`src/rtl/wb_master_bfm_engine.sv`:
```
// wb_master_bfm_engine
// Single-outstanding Wishbone classic master engine. Commands arrive on a
// valid/ready request channel, are issued as one registered Wishbone cycle,
// and the result is returned on a valid/ready response channel.
// Optional feature macro: WB_MASTER_BFM_ENGINE_TIMEOUT_EN
//   defined   -> a bus-wait counter aborts a cycle after TIMEOUT_CYCLES clocks
//                and reports it as an error with rsp_timeout set.
//   undefined -> no counter; a bus cycle waits for ACK/ERR indefinitely and
//                rsp_timeout is tied low.
module wb_master_bfm_engine #(
    parameter int WB_ADDR_WIDTH  = 32,
    parameter int WB_DATA_WIDTH  = 32,
    parameter int TIMEOUT_CYCLES = 256
) (
    input  logic                       clk,
    input  logic                       rstn,

    input  logic                       req_valid,
    output logic                       req_ready,
    input  logic [WB_ADDR_WIDTH-1:0]   req_adr,
    input  logic                       req_we,
    input  logic [WB_DATA_WIDTH/8-1:0] req_sel,
    input  logic [WB_DATA_WIDTH-1:0]   req_dat,

    output logic                       rsp_valid,
    input  logic                       rsp_ready,
    output logic [WB_DATA_WIDTH-1:0]   rsp_dat,
    output logic                       rsp_err,
    output logic                       rsp_timeout,

    output logic                       CYC,
    output logic                       STB,
    output logic                       WE,
    output logic [WB_ADDR_WIDTH-1:0]   ADR,
    output logic [WB_DATA_WIDTH/8-1:0] SEL,
    output logic [WB_DATA_WIDTH-1:0]   DAT_W,
    input  logic [WB_DATA_WIDTH-1:0]   DAT_R,
    input  logic                       ACK,
    input  logic                       ERR
);

    localparam int SEL_WIDTH = WB_DATA_WIDTH / 8;

    // Catch illegal parameterisations at elaboration time.
    if ((WB_DATA_WIDTH % 8) != 0 || WB_DATA_WIDTH < 8) begin : g_bad_data_width
        $error("wb_master_bfm_engine: WB_DATA_WIDTH must be a non-zero multiple of 8");
    end
    if (TIMEOUT_CYCLES < 1 || TIMEOUT_CYCLES > 65535) begin : g_bad_timeout
        $error("wb_master_bfm_engine: TIMEOUT_CYCLES must be in 1..65535");
    end

    typedef enum logic [1:0] {
        IDLE = 2'd0,
        BUS  = 2'd1,
        RSP  = 2'd2
    } state_e;

    state_e                     state_q, state_d;

    logic                       cyc_q, cyc_d;
    logic                       stb_q, stb_d;
    logic                       we_q, we_d;
    logic [WB_ADDR_WIDTH-1:0]   adr_q, adr_d;
    logic [SEL_WIDTH-1:0]       sel_q, sel_d;
    logic [WB_DATA_WIDTH-1:0]   dat_w_q, dat_w_d;

    logic                       rsp_valid_q, rsp_valid_d;
    logic [WB_DATA_WIDTH-1:0]   rsp_dat_q, rsp_dat_d;
    logic                       rsp_err_q, rsp_err_d;

`ifdef WB_MASTER_BFM_ENGINE_TIMEOUT_EN
    // The counter holds the number of completed wait cycles in the current
    // bus cycle, so the abort fires on the edge that ends cycle TIMEOUT_CYCLES.
    localparam logic [15:0] TMO_LAST = 16'(TIMEOUT_CYCLES - 1);

    logic                       rsp_timeout_q, rsp_timeout_d;
    logic [15:0]                tmo_cnt_q, tmo_cnt_d;
`endif

    // State and datapath registers, all cleared by synchronous active-low reset.
    always_ff @(posedge clk) begin
        if (!rstn) begin
            state_q       <= IDLE;
            cyc_q         <= 1'b0;
            stb_q         <= 1'b0;
            we_q          <= 1'b0;
            adr_q         <= '0;
            sel_q         <= '0;
            dat_w_q       <= '0;
            rsp_valid_q   <= 1'b0;
            rsp_dat_q     <= '0;
            rsp_err_q     <= 1'b0;
`ifdef WB_MASTER_BFM_ENGINE_TIMEOUT_EN
            rsp_timeout_q <= 1'b0;
            tmo_cnt_q     <= '0;
`endif
        end else begin
            state_q       <= state_d;
            cyc_q         <= cyc_d;
            stb_q         <= stb_d;
            we_q          <= we_d;
            adr_q         <= adr_d;
            sel_q         <= sel_d;
            dat_w_q       <= dat_w_d;
            rsp_valid_q   <= rsp_valid_d;
            rsp_dat_q     <= rsp_dat_d;
            rsp_err_q     <= rsp_err_d;
`ifdef WB_MASTER_BFM_ENGINE_TIMEOUT_EN
            rsp_timeout_q <= rsp_timeout_d;
            tmo_cnt_q     <= tmo_cnt_d;
`endif
        end
    end

    // Next-state and next-datapath logic: accept, issue, terminate, respond.
    always_comb begin
        state_d       = state_q;
        cyc_d         = cyc_q;
        stb_d         = stb_q;
        we_d          = we_q;
        adr_d         = adr_q;
        sel_d         = sel_q;
        dat_w_d       = dat_w_q;
        rsp_valid_d   = rsp_valid_q;
        rsp_dat_d     = rsp_dat_q;
        rsp_err_d     = rsp_err_q;
`ifdef WB_MASTER_BFM_ENGINE_TIMEOUT_EN
        rsp_timeout_d = rsp_timeout_q;
        tmo_cnt_d     = tmo_cnt_q;
`endif

        case (state_q)
            IDLE: begin
                if (req_valid) begin
                    state_d       = BUS;
                    cyc_d         = 1'b1;
                    stb_d         = 1'b1;
                    we_d          = req_we;
                    adr_d         = req_adr;
                    sel_d         = req_sel;
                    dat_w_d       = req_dat;
                    rsp_valid_d   = 1'b0;
                    rsp_dat_d     = '0;
                    rsp_err_d     = 1'b0;
`ifdef WB_MASTER_BFM_ENGINE_TIMEOUT_EN
                    rsp_timeout_d = 1'b0;
                    tmo_cnt_d     = '0;
`endif
                end
            end

            BUS: begin
                if (ERR) begin
                    // ERR wins even when ACK is asserted alongside it.
                    state_d     = RSP;
                    cyc_d       = 1'b0;
                    stb_d       = 1'b0;
                    rsp_valid_d = 1'b1;
                    rsp_err_d   = 1'b1;
                    rsp_dat_d   = '0;
                end else if (ACK) begin
                    state_d     = RSP;
                    cyc_d       = 1'b0;
                    stb_d       = 1'b0;
                    rsp_valid_d = 1'b1;
                    rsp_err_d   = 1'b0;
                    rsp_dat_d   = we_q ? '0 : DAT_R;
                end
`ifdef WB_MASTER_BFM_ENGINE_TIMEOUT_EN
                else if (tmo_cnt_q == TMO_LAST) begin
                    state_d       = RSP;
                    cyc_d         = 1'b0;
                    stb_d         = 1'b0;
                    rsp_valid_d   = 1'b1;
                    rsp_err_d     = 1'b1;
                    rsp_timeout_d = 1'b1;
                    rsp_dat_d     = '0;
                end else begin
                    tmo_cnt_d = tmo_cnt_q + 16'd1;
                end
`endif
            end

            RSP: begin
                if (rsp_ready) begin
                    state_d       = IDLE;
                    rsp_valid_d   = 1'b0;
                    rsp_dat_d     = '0;
                    rsp_err_d     = 1'b0;
`ifdef WB_MASTER_BFM_ENGINE_TIMEOUT_EN
                    rsp_timeout_d = 1'b0;
`endif
                end
            end

            default: begin
                state_d = IDLE;
            end
        endcase
    end

    // Output decode: only req_ready is state-derived, the bus and response
    // ports come straight from registers.
    always_comb begin
        req_ready   = rstn && (state_q == IDLE);
        CYC         = cyc_q;
        STB         = stb_q;
        WE          = we_q;
        ADR         = adr_q;
        SEL         = sel_q;
        DAT_W       = dat_w_q;
        rsp_valid   = rsp_valid_q;
        rsp_dat     = rsp_dat_q;
        rsp_err     = rsp_err_q;
`ifdef WB_MASTER_BFM_ENGINE_TIMEOUT_EN
        rsp_timeout = rsp_timeout_q;
`else
        rsp_timeout = 1'b0;
`endif
    end

endmodule

```
`config.mk`:
```
export PLATFORM = sky130hd
export DESIGN_NAME = wb_master_bfm_engine
export DESIGN_NICKNAME = d
export VERILOG_FILES = /design/src/rtl/wb_master_bfm_engine.sv
export SDC_FILE = /design/constraint.sdc
export NUM_CORES = 1
export LEC_CHECK = 0
export ABC_AREA = 0
export CAP_MARGIN = 20
export CORE_MARGIN = 3
export CORE_UTILIZATION = 40
export DETAILED_ROUTE_END_ITERATION = 16
export PLACE_DENSITY = 0.8
export SETUP_SLACK_MARGIN = 0.02
export SYNTH_ARGS = -nofsm -noshare
export SYNTH_HDL_FRONTEND = slang
export SYNTH_SLANG_ARGS = --single-unit
```
`constraint.sdc`:
```
create_clock -name clk -period 1.9 [get_ports clk]
set_clock_uncertainty 0.1 [all_clocks]
set_input_delay 0.57 -clock clk [delete_from_list [all_inputs] [get_ports clk]]
set_output_delay 0.57 -clock clk [all_outputs]
set_load 0.01 [all_outputs]
```
# --- After elaboration in Yosys (flattened, before gate mapping) ---
# Index checks and enable logic that the tools add are counted.
totals:
  mem_bits_ro: 0
  ramBits: 0
  out_inout_bits: 107
  reg_bits: 106
  inputBits: 107
  latchBits: 0
  memories: 0
op_classes:
  multipliers: 0
  shifts: 0
  mux: 22
  order_cmp: 0
  addsub: 0
  eq_ne: 5
  bitwise: 0
  n_div: 0
  n_reduce_logical: 8
ops:
  columns: ["cell", "n"]
  rows:
  - ["$mux W32", 5]
  - ["$pmux W32 S3", 1]
  - ["$mux W1", 8]
  - ["$mux W2", 4]
  - ["$pmux W1 S3", 2]
  - ["$pmux W2 S3", 1]
  - ["$reduce_and A3 Y1", 2]
  - ["$ne A2 B2 Y1 const B", 2]
  - ["$reduce_and A4 Y1", 1]
  - ["$ne A3 B3 Y1 const B", 1]
  - ["$reduce_bool A3 Y1", 1]
  - ["$eq A2 B1 Y1 const B", 1]
  - ["$eq A2 B2 Y1 const B", 1]
  - ["$logic_not A2 Y1", 1]
  - ["$pmux W1 S2", 1]
  - ["$reduce_and A2 Y1", 1]
  - ["$reduce_bool A2 Y1", 1]
  - ["$logic_and A1 B1 Y1", 1]

# --- Logic depth before layout (Yosys ltp) ---
logic_depth:
  word_depth: 4
  ltp_mapped: 7
  ltp_nobuf: 3

# --- Worst setup path after synthesis ---
# Ideal clock, no wire load.
synth_timing:
  path_type: "in2out"
  from: "input rstn"
  to: "output req_ready"
  path_buffers: 1
  cell_stages: 3
  t_arrival_ps: 967
  setup_slack_ps: 263
  cell_sequence: "buf_2 nand2b_1 nor2_1"
synth_between:
  elab_chain_len: 1
synth_lines:
  columns: ["item", "line_no", "text"]
  rows:
  - ["start, declared", "16", "input logic rstn,"]
  - ["$logic_and A1 B1 Y1", "205", "req_ready = rstn && (state_q == IDLE);"]
  - ["end, declared", "19", "output logic req_ready,"]
# No other way between the ends.

# --- Final worst setup path ---
layout_timing:
  from: "input req_valid"
  to: "register adr_q[20], in the netlist ADR[20]"
layout_between:
  elab_chain_len: 1
layout_lines:
  columns: ["item", "line_no", "text"]
  rows:
  - ["start, declared", "18", "input logic req_valid,"]
  - ["$reduce_and A2 Y1 (no line)", null, null]
  - ["end signal, assigned", "102", "adr_q <= adr_d;"]
  - ["end, declared", "63", "logic [WB_ADDR_WIDTH-1:0] adr_q, adr_d;"]
# No other way between the ends.
# A chain may end at the register's enable or synchronous reset.

==> results.cfg <==
[status]
status = complete, no violations

[cells_and_area]
fin_nets = 791
final_common_cell = nand2_1
layout_common_cells = nand2_1 (140), dfxtp_1 (105), clkdlybuf4s50_1 (105), dlygate4sd2_1 (105), a21boi_0 (60)
synthToLayoutAreaGrowth_pct = 54.7
drive_gt1_share_pct = 6.25
final_cell_count_no_fill = 824
fill_cells = 929
diodes = 0

[worst_setup_path]
startpoint = req_valid
reg2reg_slack_ns = 0.22
critPathMaxFanout = 53
arrival_ns = 2.00
cp-end-kind = flip-flop
start_kind = input port
crit_required_ns = 2.04
r2r_end = ADR[20]
worstRegToRegCells = 5
r2r_start = state_q[0]
path_class = input port to flip-flop

[floorplan]
die_x_um = 110
num_rows = 37
coreArea_sq_mm = 0.0104
dieArea_sq_mm = 0.0120
initial_core_util_pct = 41.4
die_y_um = 110
io_pins = 214

[cts]
cts_tree = built
clockBufferDepth = 2
clk_latency_ns = 0.35
clock-root-buffer = clkbuf_8
cts_sinks = 106
clk_pin_slew_worst_paths_ns = 0.10
htreeDepth = 3
cts_buffers = 9

[route]
ant_nets = 0
wl_met1_um = 5120
remaining_drc_errors = 0
first_pass_iters = 5
vias = 4177
met2RoutedLength_um = 6110
viasPerCell = 5.07
dr.first_iter.drc_count = 316
dr.max_layer_used = met4
routedWlPerCell_um = 15.3
wl_um = 12600
met3WireLength_um = 935

[global_route]
gr-total-overflow = 0
grt_pass1_wl_um = 19000
grt_pass1_vias = 3866
grt_start_max_net_pins = 60
grt_usage_pct = 19.8
antenna_found_initial = 0

[synth]
syn_inst = 487
yosys_register_bits = 106
synthFlopType = dfxtp_1
synth_fp_nets = 594
synth_edf_count = 0
ys_seq_area_share_pct = 49.4
yosysWarnings = 0
synth.distinct_cells = 28
syn_avg_cell_area_sq_um = 8.81
async_reset_ff_share_pct = 0
synthesis.area_sq_mm = 0.00429

[hold_path]
whs_endpoint = ADR[4]
min_path_cells = 2
hold_path.class = flip-flop to flip-flop
hp-start = ADR[4]

[sta]
clock.fmax_ghz = 0.539
drv_slew = 0
worst_slack_ns = 0.0462
period_share_pct = 97.6
rsz0062_at_grt = no
layout_min_cycle_time_ns = 1.85
final_hold_viol_count = 0
maxSlewHeadroom_pct = 63.0
tightest_slew_ns = 0.555
setup_viol = 0

[placed_design]
place.gp.congestion = 0.771
io_buffer_count = 212
post-place-ws_ns = -0.334
hpwl_um = 9040
dp.cells = 806

[power_and_ir_drop]
power_mw = 4.68
leakage_nw = 2.95
power_density_mw_per_mm2 = 704
vdd_drop_max_v = 0.000400

[job]
cap_violations = 0
==> how the worst max path moves through the flow <==
stage          cells after the start  slack (ns)         to
6_report                           5        0.05    ADR[20]
5_1_grt                            5        0.02         WE
4_1_cts                            3        0.04  req_ready
3_5_place_dp                       5       -0.33    ADR[20]
3_3_place_gp                       5       -0.27    ADR[13]
2_1_floorplan                      3        0.26  req_ready
==> layer usage <==
metal	vias up	track usage, %
li1	2037	-
met1	1933	24.1
met2	178	33.4
met3	29	4.17
met4	0	9.35
met5	-	0
==> power breakdown <==
group          total [mW]  leakage (nW)  switching (mW)  internal [mW]
Combinational       0.935          1.99           0.437          0.498
Clock                1.35        0.0962           0.714          0.637
Sequential           2.39         0.866          0.0563           2.33
==> metrics by stage <==
| step | instance area, sq um | hold WS [ns] | TNS [ns] | util (%) |
|---|---|---|---|---|
| finish | 6640 | 0.356 | 0 | 64.1 |
| global placement | 6550 | 0.344 | -21.91 | 63.2 |
| global route | 6640 | 0.380 | 0 | 64.1 |
| CTS | 6610 | 0.360 | 0 | 63.7 |
| detailed placement | 6550 | 0.350 | -24.23 | 63.2 |
| floorplan | 4290 | 0.379 | 0 | - |
==> flip-flops by register name, indices dropped and copies added (netlist names) <==
signal     count
state_q        2
ADR           32
DAT_W         32
rsp_dat       32
rsp_err        1
rsp_valid      1
WE             1
SEL            4
STB            1
==> cell families (layout without fill, tap and decap cells) <==
group	after synthesis	count (layout)	share of synthesized area, %
flops	106	106	49.4
mux	33	33	7.69
buf+inv	49	250	6.15
simple gates	220	220	23.0
other cells	1	1	0.0874
compound gates	78	78	13.6
==> worst max-delay path: stages <==
cell and delay (ns):
clkdlybuf4s50_1 0.50, or3b_2 0.50, buf_12 0.21, nand2_1 0.10, a21boi_0 0.09
==> cells in the mapped netlist, types with 2 or more instances <==
library cell	instances	share of area, %
buf_6	6	1.6
buf_2	19	2.2
nand3b_1	2	0.35
dfxtp_1	106	49
nand2_1	140	12
mux2i_1	33	7.7
a21boi_0	60	10
nor2_1	5	0.44
nand4_1	32	4.7
nor2b_1	3	0.44
buf_4	3	0.52
a21boi_1	10	1.7
nor3b_1	3	0.52
clkbuf_1	20	1.7
nand3_1	32	3.7
==> area by class of cell <==
cell class	instances	area [sq um]	area share [%]
tap	136	170	2.56
clock inverter	3	40.0	0.603
timing repair buffer	235	2250	33.8
clock buffer	12	145	2.18
multi-input combinational	332	1920	28.9
sequential	106	2120	32.0
==> what timing repair did <==
item	in CTS	in global routing
setup endpoints to repair	106	10
setup buffers	0	2
cloned	0	1
hold buffers	0	0
resized for setup	109	1
No activity file was read; power rests on OpenSTA's default activity.
